$ cat src/rtl/gerenciador_alarme_pkg.sv
// ----------------------------------------------------------------------
// gerenciador_alarme_pkg: alerta codes, FSM encoding, helpers | Rev 1.0
// ----------------------------------------------------------------------
`default_nettype none

package gerenciador_alarme_pkg;

  localparam logic [1:0] ALERTA_NORMAL = 2'b00;
  localparam logic [1:0] ALERTA_BAIXO  = 2'b01;
  localparam logic [1:0] ALERTA_ALTO   = 2'b10;
  localparam logic [1:0] ALERTA_FALHA  = 2'b11;

  typedef enum logic [1:0] {
    EST_NORMAL      = 2'd0,
    EST_SUSPEITA    = 2'd1,
    EST_ALARME      = 2'd2,
    EST_RECONHECIDO = 2'd3
  } estado_t;

  function automatic logic [7:0] incr_saturado(input logic [7:0] valor);
    return (valor == 8'hFF) ? valor : valor + 8'd1;
  endfunction

endpackage

`default_nettype wire

$ cat src/rtl/gerenciador_alarme_pisca.sv
// ----------------------------------------------------------------------
// gerador_pisca: siren square wave, phase restarts high on habilita | Rev 1.0
// ----------------------------------------------------------------------
`default_nettype none

module gerador_pisca
  import gerenciador_alarme_pkg::*;
#(
  parameter int PERIODO_PISCA = 8
) (
  input  logic clk,
  input  logic rst,
  input  logic habilita,
  output logic pisca
);

  localparam int BW = $clog2(PERIODO_PISCA + 1);
  localparam logic [BW-1:0] B_MAX = BW'(PERIODO_PISCA);

  logic [BW-1:0] cont;
  logic          habilita_d;

  always_ff @(posedge clk or posedge rst) begin
    if (rst) begin
      pisca      <= 1'b0;
      cont       <= '0;
      habilita_d <= 1'b0;
    end else begin
      habilita_d <= habilita;
      if (!habilita) begin
        pisca <= 1'b0;
        cont  <= '0;
      end else if (!habilita_d) begin
        pisca <= 1'b1;
        cont  <= BW'(1);
      end else if (cont == B_MAX) begin
        pisca <= ~pisca;
        cont  <= BW'(1);
      end else begin
        cont  <= cont + BW'(1);
      end
    end
  end

endmodule

`default_nettype wire

$ cat src/rtl/gerenciador_alarme.sv
// ----------------------------------------------------------------------
// gerenciador_alarme: persistence filter, alarm latch, ack, siren | Rev 1.0
// ----------------------------------------------------------------------
`default_nettype none

module gerenciador_alarme
  import gerenciador_alarme_pkg::*;
#(
  parameter int PERSISTENCIA  = 4,
  parameter int PERIODO_PISCA = 8
) (
  input  logic       clk,
  input  logic       rst,
  input  logic [1:0] alerta,
  input  logic       reconhece,
  output logic       alarme_ativo,
  output logic [1:0] tipo,
  output logic       sirene,
  output logic [7:0] eventos
);

  localparam int CW = $clog2(PERSISTENCIA + 1);
  localparam logic [CW-1:0] P_MAX = CW'(PERSISTENCIA);

  estado_t       estado, estado_prox;
  logic [1:0]    candidato, candidato_prox;
  logic [CW-1:0] cont, cont_prox, cont_mais;
  logic [1:0]    tipo_prox;
  logic          conta_evento;
  logic          mesma;
  logic          codigo_nivel;
  logic          habilita;

  assign cont_mais    = cont + CW'(1);
  assign mesma        = (alerta == candidato) && (cont != '0);
  assign codigo_nivel = (alerta == ALERTA_BAIXO) || (alerta == ALERTA_ALTO);
  assign habilita     = (estado_prox == EST_ALARME);

  always_ff @(posedge clk or posedge rst) begin
    if (rst) begin
      estado       <= EST_NORMAL;
      candidato    <= ALERTA_NORMAL;
      cont         <= '0;
      alarme_ativo <= 1'b0;
      tipo         <= ALERTA_NORMAL;
      eventos      <= 8'd0;
    end else begin
      estado       <= estado_prox;
      candidato    <= candidato_prox;
      cont         <= cont_prox;
      alarme_ativo <= (estado_prox == EST_ALARME) || (estado_prox == EST_RECONHECIDO);
      tipo         <= tipo_prox;
      if (conta_evento) eventos <= incr_saturado(eventos);
    end
  end

  always_comb begin
    estado_prox    = estado;
    candidato_prox = candidato;
    cont_prox      = cont;
    tipo_prox      = tipo;
    conta_evento   = 1'b0;
    unique case (estado)
      EST_NORMAL: begin
        if (alerta == ALERTA_FALHA) begin
          estado_prox  = EST_ALARME;
          tipo_prox    = ALERTA_FALHA;
          conta_evento = 1'b1;
          cont_prox    = '0;
        end else if (codigo_nivel) begin
          estado_prox    = EST_SUSPEITA;
          candidato_prox = alerta;
          cont_prox      = CW'(1);
        end
      end
      EST_SUSPEITA: begin
        if (alerta == ALERTA_FALHA) begin
          estado_prox  = EST_ALARME;
          tipo_prox    = ALERTA_FALHA;
          conta_evento = 1'b1;
          cont_prox    = '0;
        end else if (alerta == ALERTA_NORMAL) begin
          estado_prox    = EST_NORMAL;
          candidato_prox = ALERTA_NORMAL;
          cont_prox      = '0;
        end else if (alerta == candidato) begin
          if (cont_mais == P_MAX) begin
            estado_prox  = EST_ALARME;
            tipo_prox    = candidato;
            conta_evento = 1'b1;
            cont_prox    = '0;
          end else begin
            cont_prox = cont_mais;
          end
        end else begin
          candidato_prox = alerta;
          cont_prox      = CW'(1);
        end
      end
      EST_ALARME: begin
        // A different level code persisting only retypes the alarm; the siren keeps its phase.
        if ((alerta == ALERTA_FALHA) && (tipo != ALERTA_FALHA)) begin
          tipo_prox    = ALERTA_FALHA;
          conta_evento = 1'b1;
          cont_prox    = '0;
        end else if (reconhece) begin
          estado_prox = EST_RECONHECIDO;
          cont_prox   = '0;
        end else if (codigo_nivel && (alerta != tipo)) begin
          if (mesma) begin
            if (cont_mais == P_MAX) begin
              tipo_prox = alerta;
              cont_prox = '0;
            end else begin
              cont_prox = cont_mais;
            end
          end else begin
            candidato_prox = alerta;
            cont_prox      = CW'(1);
          end
        end else begin
          cont_prox = '0;
        end
      end
      EST_RECONHECIDO: begin
        // One counter serves both the clear run (00) and a new-code run.
        if (alerta == ALERTA_FALHA) begin
          estado_prox  = EST_ALARME;
          tipo_prox    = ALERTA_FALHA;
          conta_evento = 1'b1;
          cont_prox    = '0;
        end else if (alerta == tipo) begin
          cont_prox = '0;
        end else if (mesma) begin
          if (cont_mais == P_MAX) begin
            cont_prox = '0;
            if (alerta == ALERTA_NORMAL) begin
              estado_prox    = EST_NORMAL;
              tipo_prox      = ALERTA_NORMAL;
              candidato_prox = ALERTA_NORMAL;
            end else begin
              estado_prox  = EST_ALARME;
              tipo_prox    = alerta;
              conta_evento = 1'b1;
            end
          end else begin
            cont_prox = cont_mais;
          end
        end else begin
          candidato_prox = alerta;
          cont_prox      = CW'(1);
        end
      end
      default: estado_prox = EST_NORMAL;
    endcase
  end

  gerador_pisca #(
    .PERIODO_PISCA(PERIODO_PISCA)
  ) u_pisca (
    .clk     (clk),
    .rst     (rst),
    .habilita(habilita),
    .pisca   (sirene)
  );

endmodule

`default_nettype wire

$ cat config.mk
export PLATFORM = sky130hd
export DESIGN_NAME = gerenciador_alarme
export DESIGN_NICKNAME = d
export VERILOG_FILES = /design/src/rtl/gerenciador_alarme_pkg.sv /design/src/rtl/gerenciador_alarme_pisca.sv /design/src/rtl/gerenciador_alarme.sv
export SDC_FILE = /design/constraint.sdc
export NUM_CORES = 1
export LEC_CHECK = 0
export CORE_ASPECT_RATIO = 1.4
export CORE_MARGIN = 3
export CORE_UTILIZATION = 53
export DETAILED_ROUTE_END_ITERATION = 8
export PLACE_DENSITY = 0.78
export SYNTH_ARGS = -nofsm -noshare
export SYNTH_HDL_FRONTEND = slang
export SYNTH_SLANG_ARGS = --single-unit
export TNS_END_PERCENT = 30
$ cat constraint.sdc
create_clock -name clk -period 2.5 [get_ports clk]
set_input_delay 0.5 -clock clk [delete_from_list [all_inputs] [get_ports clk]]
set_output_delay 0.5 -clock clk [all_outputs]
set_load 0.01 [all_outputs]
# Yosys cells after proc, flatten, opt, wreduce, memory -nomap -nowiden
# Cells that the tools add are included.
# W data, S select, Z words.
# word_totals
reg_bits	24
in_bits	5
output_inout_bits	12
wordCells	141
# classes
add_sub_neg	3
n_eq_ne	40
mux	76
n_bitwise	2
n_reduce_logical	11
# ops
cell	n
$mux W2	42
$ne A3 B3 Y1 const B	15
$mux W3	12
$pmux W2 S4	3
$ne A2 B2 Y1 const B	11
$mux W1	14
$eq A2 B2 Y1 const B	6
$mux W4	3
$pmux W3 S4	1
$reduce_and A12 Y1	1
$reduce_and A11 Y1	1
$add A8 B1 Y8 const B	1
$eq A8 B8 Y1 const B	1
$add A4 B1 Y4 const B	1
$eq A2 B1 Y1 const B	2
$eq A2 B2 Y1	2
$eq A4 B4 Y1 const B	1
$logic_not A2 Y1	2
$pmux W1 S4	1
$add A3 B1 Y3 const B	1
$eq A3 B3 Y1 const B	1
$logic_and A1 B1 Y1	3
$reduce_bool A3 Y1	1
$logic_or A1 B1 Y1	2
3 further kinds	4

# Depth between registers and ports, before layout
# logic_depth
ltp_word	9
mapped_depth	8
ltp_nobuf	7

# Modules after synthesis
# Synthesis repeated with hierarchy kept, for this count alone.
# unflattened
cells_unflattened	168
hier_area_um2	1611.5
# modules_own_cells
mod	n_inst	cells_per_inst	area_per_inst_um2	seq_area_each_um2
gerenciador_alarme	1	142	1330.0	425.4
gerador_pisca	1	26	281.5	150.1

# Worst setup path before layout
# Ideal clock, no wire load.
# synth_path
kind	input -> register
start	input alerta[0]
end	register eventos[1]
setup_ps	125
arrival_time_ps	2169
required_time_ps	2375
setup_slack_ps	206
stages	7
n_path_buf	1
cell_sequence	inv_1 ha_1 clkbuf_1 o41a_2 a221oi_4 nand2_4 mux2_4
# synth_between
elab_chain_len	8
word_cells_on_any_way	18
cone_classes	eq/ne (3); mux (11); reduce/logical (4)
# synth_rtl
item	line	text
start, declared	gerenciador_alarme.sv:14	input logic [1:0] alerta,
$logic_not A2 Y1	gerenciador_alarme.sv:82, gerenciador_alarme.sv:137	
$mux W1	gerenciador_alarme.sv:137	if (alerta == ALERTA_NORMAL) begin
$mux W1	gerenciador_alarme.sv:135	if (cont_mais == P_MAX) begin
$mux W1	gerenciador_alarme.sv:134	end else if (mesma) begin
$mux W1	gerenciador_alarme.sv:132	end else if (alerta == tipo) begin
$mux W1	gerenciador_alarme.sv:127	if (alerta == ALERTA_FALHA) begin
$pmux W1 S4 (*)	gerenciador_alarme.sv:63	unique case (estado)
$reduce_and A2 Y1 (no line) (*)	-	
end signal, assigned	gerenciador_alarme.sv:53	if (conta_evento) eventos <= incr_saturado(eventos);
end, declared	gerenciador_alarme.sv:19	output logic [7:0] eventos
# Mark *: on every way between the ends. The rest lies on a longest branch, timed or not.
# A chain may end at the register's enable or synchronous reset.

# Final worst setup path
# layout_path
start	input alerta[0]
end	register eventos[6]
# The elaborated chain is that of the path after synthesis.

==> impl_metrics.env <==
export IMPL_die_area_um2=3820
export IMPL_grt_max_degree=25
export IMPL_rsz0062_at_grt="no"
export IMPL_cts_tree="yes"
export IMPL_ir_drop_mv=1.01
export IMPL_cts_root_buf="clkbuf_8"
export IMPL_cts_sinks=24
export IMPL_drv_slew=0
export IMPL_synthDominantCellAreaShare_pct=36.5
export IMPL_hp_class="flop to flop"
export IMPL_synth_nets=187
export IMPL_critPathRequiredTime_ps=2660
export IMPL_grt_pass1_wl_um=6460
export IMPL_synth_area_leaders="dfrtp_1, ha_1, xnor2_1, nand3_1, nand2_1"
export IMPL_finalClockSkew_ps=2.38
export IMPL_critPathSlowestCell="o41a_2"
export IMPL_crit_type="primary input to flop"
export IMPL_hold_buffers=0
export IMPL_synthArstFlopShare_pct=100
export IMPL_initial_core_util_pct=56.6
export IMPL_io_buffers=16
export IMPL_register_area_um2=601
export IMPL_gp_congestion=0.909
export IMPL_syn_area_um2=1650
export IMPL_std_cell_rows=23
export IMPL_synth_flop_cell="dfrtp_1"
export IMPL_relSlewSlack_pct=62.7
export IMPL_instances_no_fill=252
export IMPL_fin_hold_ws_ps=504
export IMPL_static_leakage_power_nw=0.942
export IMPL_crit_path_end_kind="flop"
export IMPL_clkSlewWorstSetupHoldPaths_ps=80
export IMPL_power_density_nw_per_um2=971
export IMPL_crit_buf_inv=3
export IMPL_wl_per_cell_um=15.2
export IMPL_grt_antenna_before_repair=0
export IMPL_first_pass_iters=4
export IMPL_tightest_slew_ps=560
export IMPL_dpl_cell_count=248
export IMPL_antenna_left=0
export IMPL_num_antenna_cells=0
export IMPL_layout_nets=232
export IMPL_syn_avg_cell_area_um2=9.62
export IMPL_post_cts_buffers=0
export IMPL_start_kind="primary input"
export IMPL_critPathTopFamily="compound AO/OA/AOI/OAI gates"
export IMPL_drc=0
export IMPL_insertion_delay_ps=270
export IMPL_fmax_ghz=0.419
export IMPL_num_vias=1428
export IMPL_grt_overflow=0
export IMPL_yosys_warnings=0
export IMPL_die_w_um=53.1
export IMPL_routed_wirelength_um=3830
export IMPL_cp_cell_sequence="clkdlybuf4s50_1 > inv_1 > ha_1 > o41a_2 > a221oi_4 > buf_4 > nand4_1 > xnor2_1"
export IMPL_yosysUniqueCellTypes=44
export IMPL_synth_edf_count=0
export IMPL_dp_hpwl_um=2900
export IMPL_htreeDepth=1
export IMPL_netlist_instances=171
export IMPL_cap_violations=0
export IMPL_fin_crit_ps=2390
export IMPL_cts_resized=0
export IMPL_ys_seq_elements=24
export IMPL_outcome="finished clean"
export IMPL_cts_max_path_buffers=2
export IMPL_setup_viol=0
export IMPL_num_fill_cells=212
export IMPL_arrival_ps=2550
export IMPL_areaGrowthSynthToFinish_pct=28.7
export IMPL_synthTopCellsByCount="dfrtp_1, nand2_1, inv_1, nand3_1, ha_1"
export IMPL_timing_hold_violations_final=0
export IMPL_drtIter0Drc=80
export IMPL_drive_gt1_share_pct=20.5
export IMPL_seq_area_frac_synth_pct=36.5
export IMPL_dieHeight_um=71.9
export IMPL_worstPathMaxFanout=6
export IMPL_grt_total_usage_pct=22.2
export IMPL_boundaryPins=17
export IMPL_multi_input_area_um2=977
export IMPL_core_area_um2=2910
export IMPL_drt_vias_per_instance=5.67
export IMPL_cts_buffers=3
export IMPL_final_util_pct=72.9
export IMPL_yosysTopAreaCell="dfrtp_1"
export IMPL_critPathMaxStageDelay_ps=540
export IMPL_first_global_vias=1443
export IMPL_fin_crit_sh_pct=95.5
export IMPL_post_synth_top_count_cell="dfrtp_1"
==> where the power goes <==
group / total [W] / switching [W] / internal [W]
clock network: 0.000337 / 0.000123 / 0.000214
logic: 0.00104 / 0.000471 / 0.000565
registers: 0.000684 / 0.000175 / 0.000509
total: 0.00206 / 0.000769 / 0.00129
==> cell families after synthesis <==
logic type,synth area share [%]
and+or+nand+nor,21.1
adders and majority gates,8.36
DFF,36.5
AOI/OAI and AO/OA,17.2
xor gates and xnor gates,8.52
buffers and inverters,4.11
muxes,4.18
==> metrics by stage <==
| stage | setup WS, ps | TNS [ps] | total power (W) | cell area, um^2 |
|---|---|---|---|---|
| 3_5_place_dp | -153 | -1670 | 0.00172 | 2050 |
| 2_1_floorplan | 206 | 0 | 0.00126 | 1650 |
| 6_report | 113 | 0 | 0.00206 | 2120 |
| 4_1_cts | 122 | 0 | 0.00207 | 2120 |
| 5_1_grt | 15.9 | 0 | 0.00220 | 2120 |
| 3_3_place_gp | -117 | -1370 | 0.00168 | 2050 |
==> flip-flops by register name, summed over array words and instances, names as in the netlist <==
register / count
u_pisca.cont: 4
eventos: 8
estado: 2
u_pisca.habilita_d: 1
candidato: 2
u_pisca.pisca: 1
alarme_ativo: 1
tipo: 2
cont: 3
==> final timing paths <==
path,from,end,slack (ps),cells after the start
min in group asynchronous,rst,u_pisca.pisca,630,3
setup / recovery,alerta[0],eventos[6],110,8
max in group asynchronous,rst,candidato[0],1630,3
setup reg to reg,cont[0],eventos[6],240,8
hold reg to reg,u_pisca.habilita_d,u_pisca.pisca,500,1
hold / removal,u_pisca.habilita_d,u_pisca.pisca,500,1
==> layout make-up <==
class	instances	share of cell area, %
Multi-Input combinational cell	129	46.1
Clock buffer	3	1.95
Inverter	14	2.48
Tap cell	37	2.19
Timing Repair Buffer	44	17.5
Sequential cell	24	28.4
Clock inverter	1	1.42
==> layer usage <==
layer  wire, um  global-route usage (%)  up-vias
met5          0                       0        -
met4         49                    7.10        0
met3        167                    4.52        7
met2       1970                    37.7       42
met1       1640                    27.8      683
li1           -                       -      696
==> layout by cell type (no fill, tap or decap), types with 2 or more instances in the layout <==
master	n
inv_1	14
and3_1	6
a31oi_1	3
mux2_2	3
a21boi_0	2
clkdlybuf4s50_1	16
nand2_1	16
a21oi_1	5
nor3_1	2
o311ai_0	2
clkbuf_8	3
nand3_1	13
ha_1	11
nand2b_1	2
a211oi_1	2
nand3b_1	4
mux2i_1	2
o21ai_0	7
nor2_1	8
nor2b_1	3
buf_4	28
xnor2_1	9
o211ai_1	5
o2bb2ai_1	2
xor2_1	2
and4_1	2
dfrtp_1	24
No activity file was read; power rests on OpenSTA's default activity.
==> RTL edit 1, RTL diff (same flow settings) <==
`PERIODO_PISCA` is set to 8 in 2 places; all go to 4.
--- a/src/rtl/gerenciador_alarme_pisca.sv
+++ b/src/rtl/gerenciador_alarme_pisca.sv
@@ -8,3 +8,3 @@
 #(
-  parameter int PERIODO_PISCA = 8
+  parameter int PERIODO_PISCA = 4
 ) (
--- a/src/rtl/gerenciador_alarme.sv
+++ b/src/rtl/gerenciador_alarme.sv
@@ -9,3 +9,3 @@
   parameter int PERSISTENCIA  = 4,
-  parameter int PERIODO_PISCA = 8
+  parameter int PERIODO_PISCA = 4
 ) (
Behaviour: not the same (Yosys sat finds a counterexample within 10 cycles, from zero or initial values and one cycle with rst high).
==> RTL edit 1 against the original RTL <==
Register-to-register slack improved by 0.13 ns; area after synthesis fell by 7.0%; worst hold slack got worse by 0.060 ns; final area fell by 11%; largest power group unchanged; clock skew rose by 0.0051 ns; sequential cell count fell by 1; total power fell by 13%; clock power fell by 47%; routed wire length fell by 3.2%; worst setup slack improved by 0.18 ns.
==> RTL edit 1: results (changes against the original RTL) <==
.. list-table::
   :header-rows: 1

   * - Metric
     - Value
   * - Final RePlAce weighted congestion
     - 0.950 (was 0.909)
   * - Slack of the worst reg-to-reg path
     - 0.37 ns (was 0.24 ns)
   * - Capture instance of the worst register-to-register path
     - eventos[1]$_DFFE_PP0P_ (was eventos[6]$_DFFE_PP0P_)
   * - CTS Root Buffer Type
     - sky130_fd_sc_hd__clkbuf_4 (was sky130_fd_sc_hd__clkbuf_8)
   * - Non-clock inverter total of the final layout
     - 15 (was 14)
   * - Reported net switching power
     - 744 uW (was 769 uW)
   * - Proportion of cell area occupied by multi-input gates
     - 0.471 (was 0.461)
   * - Worst skew pair latency
     - 0.33 ns (was 0.27 ns)
   * - Slew margin rel.
     - 0.676 (was 0.627)
   * - Worst voltage drop across the vdd grid
     - 0.609 mV (was 1.01 mV)
   * - R2R cell count
     - 7 (was 8)
   * - Number of sinks driven by the clock tree
     - 23 (was 24)
   * - Combinational share of power
     - 0.528 (was 0.504)
   * - Total number of vias
     - 1,356 (was 1,428)
   * - Largest stage delay, worst path
     - 0.52 ns (was 0.54 ns)
   * - Data arrival, critical path
     - 2.44 ns (was 2.55 ns)
   * - Signal buf overhead
     - 0.156 (was 0.175)
   * - First element of the critical path
     - alerta[1] (was alerta[0])
   * - Final period util
     - 0.884 (was 0.955)
   * - Capture point of the worst path
     - tipo[1]$_DFFE_PP0P_ (was eventos[6]$_DFFE_PP0P_)
   * - Maximum number of pins on one net before global-route repair
     - 24 (was 25)
   * - HPWL reported at the end of detailed placement
     - 2870 um (was 2900 um)
   * - Net count after synthesis
     - 176 (was 187)
   * - Status
     - finished, final reports clean (unchanged)
   * - Commonest cells post-synth
     - sky130_fd_sc_hd__dfrtp_1 (23), sky130_fd_sc_hd__nand2_1 (20), sky130_fd_sc_hd__inv_1 (14) (was sky130_fd_sc_hd__dfrtp_1 (24), sky130_fd_sc_hd__nand2_1 (16), sky130_fd_sc_hd__inv_1 (14))
   * - Syn Inst Count
     - 160 (was 171)
   * - Final-stage net count
     - 213 (was 232)
   * - Internal Power
     - 1050 uW (was 1290 uW)
   * - Fill cells
     - 234 (was 212)
   * - Total instance count after detailed placement
     - 228 (was 248)
   * - Post-placement setup slack
     - -0.0176 ns (was -0.153 ns)
   * - Top fanout value on the critical path
     - 4 (was 6)
   * - Distinct cell type count of the synthesized netlist
     - 49 (was 44)
   * - Post-route worst hold slack
     - 0.445 ns (was 0.504 ns)
   * - Sequential share of cell area
     - 0.305 (was 0.284)
==> RTL edit 1: cell count changes after synthesis, moves of 3 or more <==
cell,change
sky130_fd_sc_hd__nand3_1,-8
sky130_fd_sc_hd__a21oi_1,+3
sky130_fd_sc_hd__nand2_1,+4
sky130_fd_sc_hd__and3_1,-4
sky130_fd_sc_hd__o211ai_1,-3
==> RTL edit 1: cell families (layout without fill, tap and decap cells) <==
logic type,count (synthesis),in the layout,share of synthesized area
flip-flops,23,23,0.376
buffers and inverters,17,53,0.0425
adder cells (fa/ha/maj),11,11,0.0899
multiplexers,4,4,0.0303
AO/OA/AOI/OAI,38,38,0.185
XOR/XNOR,13,13,0.0842
AND/OR/NAND/NOR,54,54,0.192
==> RTL edit 1: layer usage <==
metal / GRT usage / share of wire / wire length (um)
met5: 0 / 0 / 0
met2: 0.407 / 0.53 / 1970
met3: 0.0430 / 0.034 / 126
met1: 0.233 / 0.40 / 1500
met4: 0.111 / 0.030 / 112
==> RTL edit 2, RTL diff (config.mk and constraints unchanged) <==
Without the edit above. Make the reset (`rst`) synchronous in 2 clocked blocks.
--- a/src/rtl/gerenciador_alarme_pisca.sv
+++ b/src/rtl/gerenciador_alarme_pisca.sv
@@ -22,3 +22,3 @@
 
-  always_ff @(posedge clk or posedge rst) begin
+  always_ff @(posedge clk) begin
     if (rst) begin
--- a/src/rtl/gerenciador_alarme.sv
+++ b/src/rtl/gerenciador_alarme.sv
@@ -38,3 +38,3 @@
 
-  always_ff @(posedge clk or posedge rst) begin
+  always_ff @(posedge clk) begin
     if (rst) begin
Formal check against the unedited RTL: differs if rst is asserted again (counterexample within 4 cycles, from zero or initial values and one cycle with rst high); with rst held inactive, the same outputs for 10 cycles.
==> RTL edit 2 against the original RTL <==
Clock skew up 0.0027 ns; critical path depth grew 1; area after synthesis shrank 0.23%; worst setup slack worse by 0.060 ns; routed wire length is 17% higher; final area grew 2.3%; sequential cell count did not move; largest cell class unchanged.
Power is not compared: it rests on default switching activity, and its combinational part moved more than twofold at a synthesized area within 25%.
==> RTL edit 2: results (changes against the original RTL) <==
.. list-table::
   :header-rows: 1

   * - Metric
     - Value
   * - Status
     - finished, final reports clean (unchanged)
   * - Total instance count after detailed placement
     - 265 (was 248)
   * - Top post-synthesis cells by area
     - sky130_fd_sc_hd__dfxtp_1 (29%), sky130_fd_sc_hd__ha_1 (8.4%), sky130_fd_sc_hd__a21oi_1 (4.6%) (was sky130_fd_sc_hd__dfrtp_1 (37%), sky130_fd_sc_hd__ha_1 (8.4%), sky130_fd_sc_hd__xnor2_1 (4.8%))
   * - Sequential cell area fraction in the yosys report
     - 0.293 (was 0.365)
   * - Drt via density
     - 6.03 (was 5.67)
   * - Share of cells above drive strength 1
     - 0.234 (was 0.205)
   * - Max Freq
     - 409 MHz (was 419 MHz)
   * - Largest stage delay, worst path
     - 0.49 ns (was 0.54 ns)
   * - Routed wire length per instance
     - 16.4 um (was 15.2 um)
   * - Hold depth
     - 2 (was 1)
   * - Maximum number of pins on one net before global-route repair
     - 19 (was 25)
   * - Async set-or-reset flop fraction in the synthesized netlist
     - 0 (was 1.00)
   * - Capture instance of the worst register-to-register path
     - eventos[4]$_SDFFE_PP0P_ (was eventos[6]$_DFFE_PP0P_)
   * - Worst hold start
     - u_pisca.habilita_d$_SDFF_PP0_ (was u_pisca.habilita_d$_DFF_PP0_)
   * - Final-stage net count
     - 252 (was 232)
   * - Commonest cells post-synth
     - sky130_fd_sc_hd__dfxtp_1 (24), sky130_fd_sc_hd__a21oi_1 (15), sky130_fd_sc_hd__nand2_1 (15) (was sky130_fd_sc_hd__dfrtp_1 (24), sky130_fd_sc_hd__nand2_1 (16), sky130_fd_sc_hd__inv_1 (14))
   * - Final RePlAce weighted congestion
     - 0.893 (was 0.909)
   * - Worst hold endpoint
     - u_pisca.cont[1]$_SDFF_PP0_ (was u_pisca.pisca$_DFFE_PP0P_)
   * - Distinct cell type count of the synthesized netlist
     - 49 (was 44)
   * - First-pass GRT wire length
     - 6820 um (was 6460 um)
   * - Family with the most delay on the worst path
     - buffers and inverters (was compound AO/OA/AOI/OAI gates)
   * - Launch instance of the worst register-to-register path
     - cont[0]$_SDFFE_PP0P_ (was cont[0]$_DFFE_PP0P_)
   * - Mapped Avg Cell Area
     - 8.33 um^2 (was 9.62 um^2)
   * - Post-route worst hold slack
     - 0.481 ns (was 0.504 ns)
   * - Slack of the worst reg-to-reg path
     - 0.26 ns (was 0.24 ns)
   * - Post-placement setup slack
     - -0.322 ns (was -0.153 ns)
   * - Number of design-rule violations left by the first detailed-router iteration
     - 68 (was 80)
   * - CP max-delay cell
     - sky130_fd_sc_hd__clkdlybuf4s50_1 (was sky130_fd_sc_hd__o41a_2)
   * - Worst Tran Pin Value
     - 0.539 ns (was 0.560 ns)
   * - Total number of vias
     - 1,639 (was 1,428)
   * - HPWL reported at the end of detailed placement
     - 3060 um (was 2900 um)
RTL edit 2: cell count changes after synthesis, sizes merged, moves of 4 or more:
cell    change
a21oi      +10
buf         +4
dfrtp      -24
dfxtp      +24
mux2i       +4
nand2b      +5
nand3       -6
nand3b      -4
nor2        +5
nor3        +4
o211ai      -4
o31ai       +5
RTL edit 2: timing repair:
| item | 4_1_cts | 5_1_grt |
|---|---|---|
| pin swaps | 0 | 5 |
| endpoints found under the setup margin | 5 | 10 |
| buffers inserted | 0 | 3 |
| cloned | 0 | 0 |
| resized for setup | 1 | 19 |
RTL edit 2: tightest hold or removal path, stage by stage, from the launching register on:
cell,delay [ns]
sky130_fd_sc_hd__dfxtp_1,0.35
sky130_fd_sc_hd__nand2_1,0.07
sky130_fd_sc_hd__nor3_1,0.04
RTL edit 2: worst max-delay path by stage:
stage | from | endpoint
detailed placement | alerta[0] | eventos[0]$_SDFFE_PP0P_
global route | alerta[0] | eventos[6]$_SDFFE_PP0P_
CTS | alerta[0] | eventos[6]$_SDFFE_PP0P_
global placement | alerta[0] | eventos[6]$_SDFFE_PP0P_
floorplan | alerta[1] | eventos[6]$_SDFFE_PP0P_
finish | alerta[0] | eventos[4]$_SDFFE_PP0P_
RTL edit 2: power breakdown:
part           internal, uW  switching, uW
Sequential              408           39.0
Combinational           161            176
Clock                   214            126
Total                   784            341
RTL edit 2: per-stage QoR:
stage / utilization / power [uW]
after floorplan: - / 625
after global placement: 0.680 / 736
after global routing: 0.746 / 1180
after detailed placement: 0.680 / 749
after CTS: 0.706 / 1090
final: 0.746 / 1130
RTL edit 2: cell families after synthesis:
family          after synthesis  synth area share
flops                        24             0.293
simple gates                 76             0.257
xor+xnor                      8            0.0473
fa+ha+maj                    11            0.0838
buf+inv                      21            0.0572
mux                           9            0.0572
compound gates               48             0.205
RTL edit 2: metal layers:
metal	global-route usage	up-vias	part of all wire
met1	0.263	746	0.37
met3	0.0333	25	0.059
met2	0.406	90	0.52
met5	0	-	0
li1	-	778	-
met4	0.116	0	0.052
RTL edit 2: final cells by class:
cell class	instances	area, um^2	share of cell area
well taps	37	46.3	0.0214
clock inverters	1	30.0	0.0139
multi-input cells	152	1160	0.536
clock buffers	3	41.3	0.0191
inverters	13	48.8	0.0225
flip-flops and latches	24	480	0.222
repair buffers	42	359	0.166
